===== config.mk =====
export PLATFORM = sky130hd
export DESIGN_NAME = branch_resolve_unit
export DESIGN_NICKNAME = d
export VERILOG_FILES = /design/src/rtl/branch_resolve_unit.sv
export SDC_FILE = /design/constraint.sdc
export NUM_CORES = 1
export LEC_CHECK = 0
export BUFFER_PORTS_ARGS = -buffer_cell sky130_fd_sc_hd__buf_2
export CAP_MARGIN = 20
export CORE_UTILIZATION = 44
export DETAILED_ROUTE_END_ITERATION = 8
export PLACE_DENSITY = 0.67
export SLEW_MARGIN = 15
export SYNTH_ARGS = -nofsm -noshare
export SYNTH_HDL_FRONTEND = slang
export SYNTH_SLANG_ARGS = --single-unit

===== constraint.sdc =====
create_clock -name clk -period 4.1 [get_ports clk]
set_input_delay 0.82 -clock clk [delete_from_list [all_inputs] [get_ports clk]]
set_output_delay 0.82 -clock clk [all_outputs]
set_load 0.05 [all_outputs]

===== src/rtl/branch_resolve_unit.sv =====
// Execute-stage branch resolver: detects mispredicts against the fetch-time BTB
// prediction, issues a one-cycle redirect/flush and queues BTB update requests.
// Define BRU_PERF_CNT_EN to build the saturating branch/mispredict counters.
module branch_resolve_unit #(
  parameter int PC_WIDTH   = 32,
  parameter int QDEPTH     = 4,
  parameter int QPTR_WIDTH = 2,
  parameter int CNT_WIDTH  = 32
) (
  input  logic                 clk,
  input  logic                 reset,
  input  logic                 ex_valid,
  input  logic [PC_WIDTH-1:0]  ex_pc,
  input  logic                 ex_is_branch,
  input  logic                 ex_taken,
  input  logic [PC_WIDTH-1:0]  ex_target,
  input  logic                 ex_pred_hit,
  input  logic [PC_WIDTH-1:0]  ex_pred_target,
  output logic                 redirect_valid,
  output logic [PC_WIDTH-1:0]  redirect_pc,
  output logic                 flush,
  output logic                 upd_valid,
  output logic [PC_WIDTH-1:0]  upd_pc,
  output logic [PC_WIDTH-1:0]  upd_target,
  input  logic                 upd_ready,
  output logic                 q_full,
  output logic                 q_overflow,
  output logic [CNT_WIDTH-1:0] br_count,
  output logic [CNT_WIDTH-1:0] mispred_count
);

  localparam int CW = QPTR_WIDTH + 1;

  // ---------------------------------------------------------------------------
  // Resolution
  // ---------------------------------------------------------------------------
  logic                accept;
  logic                taken_miss;
  logic                nt_miss;
  logic                alias_miss;
  logic                mispredict;
  logic                enq_req;
  logic [PC_WIDTH-1:0] seq_pc;
  logic [PC_WIDTH-1:0] redirect_pc_next;

  // The instruction in EX during a redirect cycle is wrong-path and is ignored.
  assign accept     = ex_valid & ~redirect_valid;
  assign taken_miss = ex_is_branch & ex_taken &
                      (~ex_pred_hit | (ex_pred_target != ex_target));
  assign nt_miss    = ex_is_branch & ~ex_taken & ex_pred_hit;
  assign alias_miss = ~ex_is_branch & ex_pred_hit;
  assign mispredict = accept & (taken_miss | nt_miss | alias_miss);
  assign enq_req    = accept & taken_miss;

  assign seq_pc           = ex_pc + PC_WIDTH'(4);
  assign redirect_pc_next = taken_miss ? ex_target : seq_pc;

  always_ff @(posedge clk or posedge reset) begin
    if (reset) begin
      redirect_valid <= 1'b0;
      redirect_pc    <= '0;
    end else begin
      redirect_valid <= mispredict;
      if (mispredict) begin
        redirect_pc <= redirect_pc_next;
      end
    end
  end

  assign flush = redirect_valid;

  // ---------------------------------------------------------------------------
  // BTB update queue
  // upd_valid/upd_ready: an entry transfers on each rising edge where both are
  // high; upd_valid never depends on upd_ready and the head holds until taken.
  // ---------------------------------------------------------------------------
  logic [PC_WIDTH-1:0]   pc_mem  [QDEPTH];
  logic [PC_WIDTH-1:0]   tgt_mem [QDEPTH];
  logic [QPTR_WIDTH-1:0] wr_ptr;
  logic [QPTR_WIDTH-1:0] rd_ptr;
  logic [CW-1:0]         q_count;
  logic                  deq;
  logic                  enq_ok;
  logic                  enq_drop;

  assign upd_valid  = (q_count != '0);
  assign q_full     = (q_count == CW'(QDEPTH));
  assign deq        = upd_valid & upd_ready;
  // A full queue still accepts when the head leaves in the same cycle.
  assign enq_ok     = enq_req & (~q_full | deq);
  assign enq_drop   = enq_req & q_full & ~deq;
  assign upd_pc     = pc_mem[rd_ptr];
  assign upd_target = tgt_mem[rd_ptr];

  always_ff @(posedge clk) begin
    if (enq_ok) begin
      pc_mem[wr_ptr]  <= ex_pc;
      tgt_mem[wr_ptr] <= ex_target;
    end
  end

  always_ff @(posedge clk or posedge reset) begin
    if (reset) begin
      wr_ptr     <= '0;
      rd_ptr     <= '0;
      q_count    <= '0;
      q_overflow <= 1'b0;
    end else begin
      if (enq_ok) begin
        wr_ptr <= wr_ptr + QPTR_WIDTH'(1);
      end
      if (deq) begin
        rd_ptr <= rd_ptr + QPTR_WIDTH'(1);
      end
      if (enq_ok && !deq) begin
        q_count <= q_count + CW'(1);
      end else if (deq && !enq_ok) begin
        q_count <= q_count - CW'(1);
      end
      if (enq_drop) begin
        q_overflow <= 1'b1;
      end
    end
  end

  // ---------------------------------------------------------------------------
  // Performance counters
  // ---------------------------------------------------------------------------
`ifdef BRU_PERF_CNT_EN
  logic [CNT_WIDTH-1:0] br_cnt_q;
  logic [CNT_WIDTH-1:0] mis_cnt_q;

  // Both counters stick at all-ones instead of wrapping.
  always_ff @(posedge clk or posedge reset) begin
    if (reset) begin
      br_cnt_q  <= '0;
      mis_cnt_q <= '0;
    end else begin
      if (accept && ex_is_branch && !(&br_cnt_q)) begin
        br_cnt_q <= br_cnt_q + CNT_WIDTH'(1);
      end
      if (mispredict && !(&mis_cnt_q)) begin
        mis_cnt_q <= mis_cnt_q + CNT_WIDTH'(1);
      end
    end
  end

  assign br_count      = br_cnt_q;
  assign mispred_count = mis_cnt_q;
`else
  assign br_count      = '0;
  assign mispred_count = '0;
`endif

endmodule


==> qor.txt, run 1 <==
cts bufs inserted - 34
CP Cell Sequence - buf_12 > mux4_2 > buf_2
GRT Util Overall - 20.47%
total die area - 0.02913 mm²
cell family with most CP delay - flip-flops
Arr. time, crit path - 2.53 ns
Yosys reg bits - 297
DR WL/cell - 22.65 µm
CTS tree - built
Crit Path Max Fanout - 32
CP endpoint kind - primary output
Area growth syn-to-layout - 19.85%
CTS Sinks - 297
prevailing post-synth register cell - edfxtp_1
Core Rows - 61
vias per cell - 5.196
post-CTS sizing - 0
WL final - 29.79 mm
initial antenna violation count - 2
final setup fails - 0
Layout Nets - 1020
P_leak - 5.443 nW
Pre-antenna DRT Iters - 5
clock buffer depth - 3
DR vias - 6833
syn_area_per_cell - 18.41 µm²
Die Span Y - 170.7 µm
gr ovfl total - 0
Detail Route Antenna Nets - 0
CP peak stage delay - 0.81 ns
outcome - finished, final reports clean
DRT iter0 DRCs - 503
worst slew pin tran - 0.9590 ns
IO Pins - 268
RSZ-0062 raised after global routing - no
VDD IR-drop max - 357.0 µV
# hold bufs at CTS - 0
Req. time, crit path - 3.28 ns
vias in the first global route - 6676
I/O Buffers - 203
Setup TNS - 0 ns
commonest non-fill, non-tap cell in the layout - edfxtp_1
Inst Count DP - 1252
htree depth - 2
Pwr Density - 696.0 mW/mm²
clock-pin slew on the worst setup and hold paths - 0.05 ns
postcts setup bufs - 0
critical path class - flop to primary output
number of flops mapped to enable cells by yosys - 256
critical path launch point type - flop
chip width - 170.7 µm
most frequent cells in the layout - edfxtp_1 (256), buf_2 (203), mux4_2 (64), conb_1 (64), xor2_1 (48)
Pins Over Slew Limit - 0
Slew headroom - 36.07%
Clock Root Buffer - clkbuf_16
endpoints failing hold - 0
Clock Skews - 0.008412 ns
clock latency on the worst-skew pair - 0.50 ns
Buf/Inv on CP - 2
synthesized area - 0.01252 mm²
Max Freq - 298.8 MHz
yosys warns - 0
Post-Syn Instances - 680
placed wire-length estimate - 20.29 mm
largest net degree at the start of global routing - 45
Synth cell types - 47
critical path's slowest cell - dfrtp_4
post-route insts no fill - 1315
Initial Util - 44.93%
layout cells sized above 1 - 38.40%
first-pass GRT wire length - 42.67 mm
post-synthesis sequential area ratio - 69.61%
ys async rst share - 13.80%
GP Congestion - 0.8342
Core Area - 0.02786 mm²
DRC Markers - 0
Tmin final - 3.347 ns
Pwr Total - 0.01044 W
Final Cycle Share - 81.63%
Hold Crit Class - flop to flop
max cap viols - 0
[final cells by class]
class | count | area (µm²)
Sequential cell | 297 | 8718
Fill cell | 2271 | 12860
Inverter | 6 | 22.52
Tap cell | 378 | 473.0
Timing Repair Buffer | 220 | 1219
Antenna cell | 2 | 5.005
Multi-Input combinational cell | 351 | 3393
Clock inverter | 17 | 188.9
Clock buffer | 44 | 982.2
[path summary, 6_finish.rpt]
kind                                              from                           to  slack, ns  cells after the start
worst max register to register         flush$_DFF_PP0_       q_count[2]$_DFFE_PP0P_       1.48                     10
max in group asynchronous                        reset        rd_ptr[0]$_DFFE_PP0P_       2.86                      2
worst min register to register  q_count[2]$_DFFE_PP0P_       q_count[2]$_DFFE_PP0P_       0.49                      1
worst max-delay path             rd_ptr[0]$_DFFE_PP0P_                   upd_pc[18]       0.75                      3
worst min-delay path            q_count[2]$_DFFE_PP0P_       q_count[2]$_DFFE_PP0P_       0.49                      1
min in group asynchronous                        reset  redirect_pc[23]$_DFFE_PP0P_       0.53                      2
[registers in the layout (all words and copies together), names as in the netlist]
name         count
wr_ptr           2
q_count          3
tgt_mem        128
redirect_pc     32
rd_ptr           2
q_overflow       1
pc_mem         128
flush            1
[routing by layer]
metal / GRT usage [%] / wire (µm) / vias up
li1: - / - / 3026
met1: 28.17 / 12530 / 3484
met2: 32.28 / 14370 / 278
met3: 4.742 / 2159 / 45
met4: 6.580 / 729 / 0
met5: 0 / 0 / -
[through the flow]
| stage | hold WS, ns | utilization (%) | setup slack, ns | area, µm² |
|---|---|---|---|---|
| 2_1_floorplan | 0.4471 | - | 0.4727 | 12750 |
| 3_3_place_gp | 0.4667 | 49.63 | 0.7103 | 13830 |
| 3_5_place_dp | 0.4725 | 49.63 | 0.6472 | 13830 |
| 4_1_cts | 0.4858 | 53.83 | 0.6829 | 15000 |
| 5_1_grt | 0.4930 | 53.84 | 0.6013 | 15000 |
| 6_report | 0.4925 | 53.85 | 0.7533 | 15000 |
[power by group]
group          switching [W]  total (W)  leakage [nW]  internal [W]
clock                0.00117    0.00312         0.571       0.00194
sequential          0.000229    0.00374          2.77       0.00351
combinational        0.00251    0.00358          2.10       0.00108
total                0.00391     0.0104          5.44       0.00653
[synthesized netlist by cell type, drive strengths merged, types with 2 or more instances]
master | instances | area (µm²)
edfxtp | 256 | 7687
buf | 79 | 591.8
mux4 | 64 | 1441
xor2 | 48 | 420.4
dfrtp | 41 | 1026
nand2 | 30 | 112.6
o221a | 30 | 337.8
nand3 | 20 | 100.1
xnor2 | 16 | 140.1
clkbuf | 10 | 37.54
nand4 | 9 | 62.56
nor2 | 9 | 33.78
nor4 | 9 | 86.33
and3 | 8 | 50.05
and2 | 6 | 40.04
ha | 6 | 75.07
inv | 6 | 22.52
nor3 | 5 | 36.29
nand2b | 4 | 25.02
o21ai | 4 | 23.77
or3 | 4 | 28.78
nor3b | 2 | 20.02
[cells by family (layout without fill, tap and decap cells)]
| family | Yosys count | in the layout | share of synthesized area [%] |
|---|---|---|---|
| buffers and inverters | 95 | 287 | 5.208 |
| AND/OR/NAND/NOR | 109 | 109 | 4.948 |
| multiplexers | 66 | 66 | 11.69 |
| AO/OA/AOI/OAI | 41 | 41 | 3.279 |
| adder cells (fa/ha/maj) | 7 | 7 | 0.7597 |
| XOR/XNOR | 64 | 64 | 4.478 |
| other | 1 | 66 | 0.02996 |
| flip-flops | 297 | 297 | 69.61 |
No activity file was read; power rests on OpenSTA's default activity.
==> run 2, diff against run 1 <==
==> constraint.sdc (replaced) <==
create_clock -name clk -period 3.3 [get_ports clk]
set_input_delay 0.66 -clock clk [delete_from_list [all_inputs] [get_ports clk]]
set_output_delay 0.66 -clock clk [all_outputs]
set_load 0.05 [all_outputs]
==> qor.txt, run 2 (synthesized netlist as in run 1, its figures left out) <==
CP endpoint kind - primary output
Arr. time, crit path - 2.48 ns
Crit Path Max Fanout - 26
gr ovfl total - 0
largest net degree at the start of global routing - 66
Core Area - 0.02786 mm²
cts bufs inserted - 31
total die area - 0.02913 mm²
worst slew pin tran - 0.6707 ns
commonest non-fill, non-tap cell in the layout - edfxtp_1
DRC Markers - 0
vias per cell - 5.251
critical path launch point type - flop
critical path class - flop to primary output
outcome - finished, final reports clean
CTS Sinks - 297
I/O Buffers - 203
# hold bufs at CTS - 0
chip width - 170.7 µm
RSZ-0062 raised after global routing - no
Post-Place Worst Slack - 0.2333 ns
P_leak - 5.466 nW
Buf/Inv on CP - 2
initial antenna violation count - 2
Core Rows - 61
final setup fails - 0
clock latency on the worst-skew pair - 0.56 ns
DR vias - 6910
Pre-antenna DRT Iters - 5
htree depth - 1
Clock Root Buffer - clkbuf_16
most frequent cells in the layout - edfxtp_1 (256), buf_2 (203), mux4_2 (64), conb_1 (64), xor2_1 (48)
layout cells sized above 1 - 38.95%
placed wire-length estimate - 20.53 mm
first-pass GRT wire length - 43.88 mm
DRT iter0 DRCs - 582
Layout Nets - 1022
Final Cycle Share - 95.03%
CTS tree - built
worst setup margin - 0.1642 ns
Hold WS - 0.2013 ns
CP peak stage delay - 0.82 ns
post-CTS sizing - 0
cell family with most CP delay - flip-flops
WL final - 30.37 mm
GRT Util Overall - 20.90%
max cap viols - 0
endpoints failing hold - 0
DR WL/cell - 23.08 µm
clock buffer depth - 3
Pwr Density - 857.4 mW/mm²
postcts setup bufs - 0
Req. time, crit path - 2.64 ns
Die Span Y - 170.7 µm
Clock Skews - 0.01194 ns
GP Congestion - 0.8154
CP Cell Sequence - buf_4 > mux4_2 > buf_2
Detail Route Antenna Nets - 0
Max Freq - 318.9 MHz
Setup TNS - 0 ns
clock-pin slew on the worst setup and hold paths - 0.06 ns
Post-DP Area - 0.01393 mm²
Tmin final - 3.136 ns
largest registers - pc_mem: 128 flops, tgt_mem: 128 flops, redirect_pc: 32 flops
IO Pins - 268
Initial Util - 44.93%
critical path's slowest cell - dfrtp_4
VDD IR-drop max - 503.9 µV
Inst Count DP - 1257
Slew headroom - 54.94%
post-route cell area - 0.01506 mm²
vias in the first global route - 6962
Hold Crit Class - input pin to asynchronous set/reset pin
Pins Over Slew Limit - 0
Area growth syn-to-layout - 20.30%
post-route insts no fill - 1316
[run 2: cell count changes in the layout (fill, tap and decap cells not counted)]
| cell | before | now |
|---|---|---|
| clkinv_1 | 3 | 1 |
| clkbuf_1 | 4 | 3 |
| buf_12 | 6 | 11 |
| clkinv_2 | 7 | 6 |
| clkbuf_8 | 3 | 6 |
| nor3b_1 | 1 | 0 |
| clkbuf_16 | 37 | 31 |
| nor3b_2 | 1 | 2 |
| inv_6 | 0 | 3 |
| clkinvlp_4 | 3 | 2 |
| diode_2 | 2 | 1 |
| bufinv_16 | 4 | 6 |
[run 2: metal layers]
| metal | global-route usage (%) | part of all wire, % | vias to the layer above |
|---|---|---|---|
| met3 | 3.724 | 7.0 | 40 |
| li1 | - | - | 3028 |
| met5 | 0 | 0.043 | - |
| met4 | 5.170 | 1.9 | 2 |
| met2 | 33.81 | 49 | 270 |
| met1 | 29.41 | 43 | 3570 |
[run 2: worst paths after layout]
kind | startpoint | endpoint | slack [ns] | depth (start not counted)
max in group asynchronous | reset | redirect_pc[7]$_DFFE_PP0P_ | 2.37 | 3
min in group clk | ex_pc[1] | pc_mem[2][1]$_DFFE_PP_ | 0.35 | 1
min reg2reg | q_count[2]$_DFFE_PP0P_ | q_count[2]$_DFFE_PP0P_ | 0.48 | 1
min | reset | rd_ptr[1]$_DFFE_PP0P_ | 0.20 | 2
max reg2reg | flush$_DFF_PP0_ | q_count[2]$_DFFE_PP0P_ | 0.79 | 9
max | rd_ptr[0]$_DFFE_PP0P_ | upd_target[15] | 0.16 | 3
[run 2: metrics by stage]
step / total power, W / util (%)
finish: 0.01291 / 54.05
global route: 0.01337 / 54.04
CTS: 0.01304 / 54.04
detailed placement: 0.009277 / 50.01
global placement: 0.009255 / 50.01
floorplan: 0.008194 / -
[run 2: layout make-up]
class                   count  area (µm²)
well taps                 378       473.0
diodes                      1       2.502
multi-input cells         351        3398
inverters                   6       22.52
flip-flops and latches    297        8718
clock inverters            18       255.2
clock buffers              40       869.6
repair buffers            225        1319
fillers                  2236       12800
[run 2: where the power goes]
| part | leakage, nW | internal [W] | switching (W) |
|---|---|---|---|
| sequential | 2.77 | 0.00437 | 0.000238 |
| clock | 0.552 | 0.00233 | 0.00144 |
| combinational | 2.14 | 0.00137 | 0.00317 |
==> run 3, diff against run 2 <==
--- a/config.mk
+++ b/config.mk
@@ -7,6 +7,7 @@
 export LEC_CHECK = 0
 export BUFFER_PORTS_ARGS = -buffer_cell sky130_fd_sc_hd__buf_2
 export CAP_MARGIN = 20
+export CORE_MARGIN = 4
 export CORE_UTILIZATION = 44
 export DETAILED_ROUTE_END_ITERATION = 8
 export PLACE_DENSITY = 0.67
==> qor.txt, run 3 (synthesized netlist as in run 1, its figures left out) <==
outcome - finished, final reports clean
critical path launch point type - flop
# hold bufs at CTS - 0
Area growth syn-to-layout - 18.55%
CTS Sinks - 297
Max Freq - 344.6 MHz
GRT Util Overall - 19.10%
total die area - 0.03121 mm²
first-pass GRT wire length - 44.53 mm
cts bufs inserted - 30
P_leak - 5.363 nW
FILL cells - 2290
Pre-antenna DRT Iters - 4
largest net degree at the start of global routing - 42
clock-pin slew on the worst setup and hold paths - 0.06 ns
Crit Path Max Fanout - 19
Die Span Y - 176.7 µm
post-CTS sizing - 0
VDD IR-drop max - 534.7 µV
Final Cycle Share - 87.93%
DRC Markers - 0
CP endpoint kind - primary output
most frequent cells in the layout - edfxtp_1 (256), buf_2 (203), mux4_2 (64), conb_1 (64), xor2_1 (48)
vias per cell - 5.196
clock latency on the worst-skew pair - 0.55 ns
Clock Root Buffer - clkbuf_16
Layout Nets - 1020
max cap viols - 0
worst slew pin tran - 0.9491 ns
CTS tree - built
DRT iter0 DRCs - 541
placed wire-length estimate - 21.39 mm
postcts setup bufs - 0
Pwr Density - 834.7 mW/mm²
critical path class - flop to primary output
initial antenna violation count - 1
Core Area - 0.02793 mm²
chip width - 176.7 µm
DR vias - 6812
endpoints failing hold - 0
Pins Over Slew Limit - 0
commonest non-fill, non-tap cell in the layout - edfxtp_1
I/O Buffers - 203
Hold Crit Class - input pin to asynchronous set/reset pin
final setup fails - 0
Arr. time, crit path - 2.24 ns
htree depth - 1
Initial Util - 44.81%
Tmin final - 2.902 ns
Setup TNS - 0 ns
Req. time, crit path - 2.64 ns
GP Congestion - 0.8759
gr ovfl total - 0
Hold WS - 0.3139 ns
Clock Skews - 0.01445 ns
Detail Route Antenna Nets - 0
clock buffer depth - 3
IO Pins - 268
Slew headroom - 36.73%
RSZ-0062 raised after global routing - no
vias in the first global route - 6973
Core Rows - 61
layout cells sized above 1 - 37.34%
largest registers - pc_mem: 128 flops, tgt_mem: 128 flops, redirect_pc: 32 flops
WL final - 30.56 mm
DR WL/cell - 23.31 µm
==> run 3: cell count changes in the layout (fill, tap and decap cells not counted) <==
cell and change:
clkbuf_1 +7, buf_12 -2, bufinv_16 -4, clkinv_2 -3, clkbuf_8 -4, buf_4 +1, clkinv_1 +5, inv_6 -3
clkinvlp_4 -2
==> run 3: layout make-up <==
| type | count | area (µm²) | area share [%] |
|---|---|---|---|
| clock buffers | 43 | 840.8 | 5.666 |
| well taps | 378 | 473.0 | 3.187 |
| flip-flops and latches | 297 | 8718 | 58.75 |
| repair buffers | 224 | 1286 | 8.668 |
| clock inverters | 11 | 97.59 | 0.6577 |
| inverters | 6 | 22.52 | 0.1518 |
| diodes | 1 | 2.502 | 0.01686 |
| multi-input cells | 351 | 3398 | 22.90 |
==> run 3: final timing paths <==
kind	start	endpoint	slack (ns)	cells past startpoint
max	rd_ptr[1]$_DFFE_PP0P_	upd_pc[3]	0.40	3
min	reset	redirect_pc[26]$_DFFE_PP0P_	0.31	2
max reg2reg	flush$_DFF_PP0_	pc_mem[2][11]$_DFFE_PP_	0.93	6
min reg2reg	q_count[2]$_DFFE_PP0P_	q_count[2]$_DFFE_PP0P_	0.51	1
max in group asynchronous	reset	rd_ptr[0]$_DFFE_PP0P_	2.30	2
min in group clk	ex_pc[1]	pc_mem[0][1]$_DFFE_PP_	0.37	1
==> run 3: through the flow <==
| step | setup WS, ns | total power, W | cells | utilization, % | cell area [µm²] |
|---|---|---|---|---|---|
| after floorplan | 0.5190 | 0.008194 | 743 | - | 12760 |
| after global placement | 0.3204 | 0.009249 | 1256 | 49.75 | 13900 |
| after detailed placement | 0.3299 | 0.009271 | 1256 | 49.75 | 13900 |
| after CTS | 0.3406 | 0.01252 | 1310 | 53.11 | 14840 |
| after global routing | 0.3030 | 0.01286 | 1311 | 53.12 | 14840 |
| final | 0.3984 | 0.01239 | 1311 | 53.12 | 14840 |
==> run 3: power breakdown <==
group	switching, W	internal, W
clock network	0.00134	0.00191
logic	0.00321	0.00136
registers	0.000199	0.00437
total	0.00475	0.00764
==> run 3: per-layer routing <==
layer / wire [µm] / up-vias / share of wire [%] / track usage [%]
li1: - / 3024 / - / -
met1: 12950 / 3533 / 42 / 26.54
met2: 15000 / 210 / 49 / 31.23
met3: 1689 / 45 / 5.5 / 3.012
met4: 920 / 0 / 3.0 / 6.319
met5: 0 / - / 0 / 0
==> run 3: critical path, stage by stage, from the launching register on <==
cell     delay (ns)
dfrtp_2        0.68
buf_4          0.39
mux4_2         0.38
buf_2          0.23
